===== src/rtl/ysyx_23060124_ifu.sv =====
// ----------------------------------------------------------------------------
// ysyx_23060124_ifu
//
// Instruction fetch unit for the ysyx_23060124 multi-cycle RV32 core.
// Holds the architectural PC, issues one instruction read at a time on an
// AXI4-Lite-style read channel and presents the fetched word plus its PC to
// decode over a valid/ready handshake. After decode takes the instruction the
// unit parks until writeback supplies the next PC, so exactly one instruction
// is ever in flight.
//
// Ports
//   clk           core clock, all state changes on the rising edge
//   i_rst_ifu     synchronous active-high reset
//   i_pc_next     next PC from writeback
//   i_pc_update   writeback strobe, i_pc_next valid this cycle
//   o_araddr      read address (always the current PC)
//   o_arvalid     read address valid
//   i_arready     memory accepts the address
//   i_rdata       read data
//   i_rresp       read response, 2'b00 = OKAY
//   i_rvalid      read data valid
//   o_rready      IFU accepts read data
//   o_inst        fetched instruction (zero on a fault)
//   o_pc          PC of o_inst (always the current PC)
//   o_inst_fault  bus error or misaligned PC, qualified by o_post_valid
//   o_post_valid  instruction available to decode
//   i_post_ready  decode accepts the instruction
// ----------------------------------------------------------------------------
module ysyx_23060124_ifu #(
    parameter int unsigned          ISA_WIDTH = 32,
    parameter logic [ISA_WIDTH-1:0] RESET_PC  = 32'h8000_0000
) (
    input  logic                 clk,
    input  logic                 i_rst_ifu,
    input  logic [ISA_WIDTH-1:0] i_pc_next,
    input  logic                 i_pc_update,
    output logic [ISA_WIDTH-1:0] o_araddr,
    output logic                 o_arvalid,
    input  logic                 i_arready,
    input  logic [ISA_WIDTH-1:0] i_rdata,
    input  logic [1:0]           i_rresp,
    input  logic                 i_rvalid,
    output logic                 o_rready,
    output logic [ISA_WIDTH-1:0] o_inst,
    output logic [ISA_WIDTH-1:0] o_pc,
    output logic                 o_inst_fault,
    output logic                 o_post_valid,
    input  logic                 i_post_ready
);

    typedef enum logic [2:0] {
        S_IDLE,
        S_FETCH,
        S_WAIT,
        S_VALID,
        S_WAIT_PC
    } state_t;

    state_t                 state_q, state_d;
    logic [ISA_WIDTH-1:0]   pc_q,    pc_d;
    logic [ISA_WIDTH-1:0]   inst_q,  inst_d;
    logic                   fault_q, fault_d;
    logic                   misaligned;
    logic                   bus_err;

    // A word fetch needs a 4-byte aligned PC; otherwise the request is never
    // put on the bus and the fault is reported straight to decode.
    assign misaligned = (pc_q[1:0] != 2'b00);
    assign bus_err    = (i_rresp != 2'b00);

    always_comb begin
        // NOTE: every signal gets its hold value first so that no branch of the
        // case below can leave one unassigned and infer a latch.
        state_d = state_q;
        pc_d    = pc_q;
        inst_d  = inst_q;
        fault_d = fault_q;

        case (state_q)
            S_IDLE: begin
                state_d = S_FETCH;
            end
            S_FETCH: begin
                if (misaligned) begin
                    inst_d  = '0;
                    fault_d = 1'b1;
                    state_d = S_VALID;
                end else if (i_arready) begin
                    state_d = S_WAIT;
                end
            end
            S_WAIT: begin
                if (i_rvalid) begin
                    fault_d = bus_err;
                    inst_d  = bus_err ? '0 : i_rdata;
                    state_d = S_VALID;
                end
            end
            S_VALID: begin
                if (i_post_ready) begin
                    state_d = S_WAIT_PC;
                end
            end
            S_WAIT_PC: begin
                // The PC is taken verbatim; a misaligned value is caught on
                // the following fetch rather than silently masked here.
                if (i_pc_update) begin
                    pc_d    = i_pc_next;
                    state_d = S_FETCH;
                end
            end
            default: begin
                state_d = S_IDLE;
            end
        endcase
    end

    // NOTE: sequential state uses non-blocking assignments only, so every flop
    // samples the pre-edge value of every other flop.
    always_ff @(posedge clk) begin
        if (i_rst_ifu) begin
            state_q <= S_IDLE;
            pc_q    <= RESET_PC;
            inst_q  <= '0;
            fault_q <= 1'b0;
        end else begin
            state_q <= state_d;
            pc_q    <= pc_d;
            inst_q  <= inst_d;
            fault_q <= fault_d;
        end
    end

    // Outputs come from registers and state only, never from an input.
    assign o_arvalid    = (state_q == S_FETCH) && !misaligned;
    assign o_araddr     = pc_q;
    assign o_rready     = (state_q == S_WAIT);
    assign o_post_valid = (state_q == S_VALID);
    assign o_inst       = inst_q;
    assign o_inst_fault = fault_q;
    assign o_pc         = pc_q;

endmodule


===== config.mk =====
export PLATFORM = sky130hd
export DESIGN_NAME = ysyx_23060124_ifu
export DESIGN_NICKNAME = d
export VERILOG_FILES = /design/src/rtl/ysyx_23060124_ifu.sv
export SDC_FILE = /design/constraint.sdc
export NUM_CORES = 1
export LEC_CHECK = 0
export CAP_MARGIN = 15
export CORE_MARGIN = 3
export CORE_UTILIZATION = 41
export DETAILED_ROUTE_END_ITERATION = 7
export PLACE_DENSITY_LB_ADDON = 0.05
export SLEW_MARGIN = 20
export SYNTH_ARGS = -nofsm -noshare
export SYNTH_HDL_FRONTEND = slang
export SYNTH_SLANG_ARGS = --single-unit

===== constraint.sdc =====
create_clock -name clk -period 3.6 [get_ports clk]
set_clock_uncertainty 0.2 [all_clocks]
set_input_delay 0.72 -clock clk [delete_from_list [all_inputs] [get_ports clk]]
set_output_delay 0.72 -clock clk [all_outputs]
set_load 0.03 [all_outputs]

==> key figures <==
Status
  – Outcome: complete, no violations

Clocking
  – TritonCTS clock tree: done
  – CTS root buf: clkbuf_8
  – Setup Fix Bufs, Post-CTS: 0
  – CTS Buffer Depth: 2
  – TritonCTS Buffers: 9
  – Post-cts resize count: 0
  – H-tree Lvls: 3
  – Clock Latency Late Sink: a little over 0.3 ns
  – Post-CTS Hold Buffers: 0
  – Clk pin slew, worst setup/hold paths: roughly 0.07 ns
  – Sink Count: 68

Drt
  – DR iter-0 viols: 170
  – Routed wire length: ~8400 µm
  – Routed Antenna Nets: 0
  – Vias/cell: about 5.1
  – 1st-pass router iterations: 4
  – DR WL/cell: approximately 15 µm
  – Via Count: about 2.9k
  – DRC viols: 0

Logic synthesis
  – Synth Area in Compound Gates: 0.182
  – Top-area cell type share of the netlist area: 0.455
  – Post-synth top area cell: dfxtp_1
  – Ys Warns: 0
  – Syn_nets: between 400 and 500
  – Cells after Synth: between 300 and 400
  – Mapped Area: between 2000 and 3000 µm²
  – Post-synthesis simple-gate area fraction: 0.226
  – Mux cell area share after synthesis: 0
  – Largest family of logic cells by synthesized area: simple AND/OR/NAND/NOR gates
  – Adder-Cell Fraction of Synth Area: 0
  – Post-Synth XOR/XNOR Area: 0
  – Seq cells post-synth: 68
  – Mean post-synth cell area: 8.41 µm²
  – Synth unique cells: 26
  – Cells taking the most area after synthesis: dfxtp_1, a21oi_1, nand4b_1
  – Sequential area share after synthesis: 0.455

Cells and area
  – Final net count: around 550
  – Diode count: 0
  – Filler cells: around 590
  – Area Overhead vs Synth: 55.9%
  – Share of post-route cells with drive strength above 1: 0.0558
  – Most frequent cells in the layout: clkdlybuf4s50_1, a21oi_1, dfxtp_1
  – Commonest non-fill, non-tap cell in the layout: clkdlybuf4s50_1

Worst setup path
  – Reg2reg end: o_inst[5]$_SDFFE_PP0P_
  – Crit path buf inv count: 1
  – Critical Path RT: 2.68 ns
  – Critical Path Fanout Max: 9
  – R2R cell count: 5
  – Crit-path cells: nor2b_1, and3b_1, clkdlybuf4s50_1
  – Worst r2r src: state_q[0]$_SDFFE_PP0P_
  – Critical Path End Type: output port
  – WP data arrival: 1.95 ns
  – CP peak stage delay: just under 0.7 ns
  – R2R setup slack: ~1.3 ns
  – Slowest cell on the critical path: clkdlybuf4s50_1
  – Crit path launch type: flip-flop
  – Critical Setup Path Class: flip-flop to output port
  – Worst path top cell family by delay: buffers and inverters

STA
  – Normalized max-slew margin: 0.351
  – Fin. Hold Viols: 0
  – Fin crit period: 2.87 ns
  – F_max: 348 MHz
  – RSZ-0062 raised after global routing: false
  – Final setup vio count: 0
  – Tcrit/Tclk final: 0.798
  – Slew @ Worst Pin: roughly 0.97 ns
  – Max-slew violation count: 0
  – Setup TNS: 0 ns

Floorplan
  – Chip Height: 91.4 µm
  – # rows: 30
  – Core Box Area: between 6000 and 7000 µm²
  – Initial Util: 0.431
  – Die X-Extent: between 90 and 100 µm
  – Die area: between 8000 and 9000 µm²
  – I/O pin count: ~170

Job
  – MaxCap Viol Count: 0

Pwr
  – Leak: around 0.0015 µW
  – Power density over the cells: 329 nW/µm²
  – Tot Pwr: 1530 µW
  – Max VDD drop: approximately 210 µV

Global routing
  – First-pass GRT wire length: between 10,000 and 15,000 µm
  – GR Util All Layers: 0.196
  – Largest net degree at the start of global routing: between 70 and 80
  – Grt total ovfl: 0
  – Vias in the first global route: roughly 2.8k
  – Initial antenna violation count: 0

Min path
  – Hold Crit Endpoint: o_araddr[15]$_SDFFE_PP0P_
  – Hold Crit Start: o_araddr[15]$_SDFFE_PP0P_
  – Worst min-delay path class: flip-flop to flip-flop
  – Hold depth: 2

Placed design
  – IO Port Bufs: 171
  – GP Congestion: approximately 0.75
  – Hpwl dp: between 5000 and 6000 µm
## synth_stat cells (all sizes together)
master   count
inv          1
o2bb2ai      1
o21bai       1
buf         46
nand4b      32
a2bb2oi      1
nor3         2
nand2b       1
nor2b        3
nand3b       3
and3b        2
clkbuf      19
o21ai       32
nand2       66
nor2         4
a21oi       68
nor4b        1
nand3        1
nor3b        2
dfxtp       68
and2         1
o21a         1
## worst max path at each step
| stage | startpoint | end | slack [ns] | cells past startpoint |
|---|---|---|---|---|
| 3_3_place_gp | i_rvalid | o_inst[1]$_SDFFE_PP0P_ | 0.99 | 5 |
| 4_1_cts | state_q[0]$_SDFFE_PP0P_ | o_arvalid | 0.71 | 3 |
| 6_report | state_q[0]$_SDFFE_PP0P_ | o_arvalid | 0.73 | 3 |
| 2_1_floorplan | o_araddr[0]$_SDFFE_PP0P_ | o_arvalid | 1.61 | 2 |
| 3_5_place_dp | i_rvalid | o_inst[0]$_SDFFE_PP0P_ | 0.93 | 5 |
| 5_1_grt | state_q[0]$_SDFFE_PP0P_ | o_arvalid | 0.59 | 3 |
## metrics by stage
stage / instances / hold slack, ns / util / area, µm² / setup slack [ns]
2_1_floorplan: 356 / 0.394 / - / 2990 / 1.61
3_3_place_gp: 566 / 0.253 / 0.644 / 4470 / 0.987
3_5_place_dp: 566 / 0.262 / 0.644 / 4470 / 0.932
4_1_cts: 580 / 0.271 / 0.672 / 4660 / 0.710
5_1_grt: 580 / 0.296 / 0.672 / 4660 / 0.588
6_report: 580 / 0.266 / 0.672 / 4660 / 0.728
## state kept, by name, indices dropped and copies added, names as in the netlist
name	flops
o_inst	32
o_araddr	32
state_q	3
o_inst_fault	1
## per-layer routing
| layer | GRT usage | share of wire | vias to the layer above |
|---|---|---|---|
| met5 | 0 | 0 | - |
| met4 | 0.0653 | 0.015 | 0 |
| met3 | 0.0646 | 0.079 | 12 |
| met2 | 0.332 | 0.50 | 113 |
| met1 | 0.232 | 0.40 | 1360 |
| li1 | - | - | 1451 |
## power by group
group	switching, µW	internal [µW]
sequential	6.56	756
clock	266	350
combinational	62.3	92.5
total	335	1200
## logic make-up (layout without fill, tap and decap cells)
kind of cell | after synthesis | in the layout
AND/OR/NAND/NOR | 118 | 118
AO/OA/AOI/OAI | 104 | 104
flip-flops | 68 | 68
buffers and inverters | 66 | 194
## layout make-up
type	count	area [µm²]	area share
inverter	1	3.75	0.000805
clock inverter	2	35.0	0.00751
clock buffer	12	155	0.0333
sequential	68	1360	0.292
timing repair buffer	179	1770	0.379
tap	96	120	0.0258
multi-input combinational	222	1220	0.262
## worst min-delay path: cells and delay by family, from the launching register on
family	cells	cell delay, ns
flops	1	0.32
simple gates	1	0.05
compound gates	1	0.05
No activity file was read; power rests on OpenSTA's default activity.
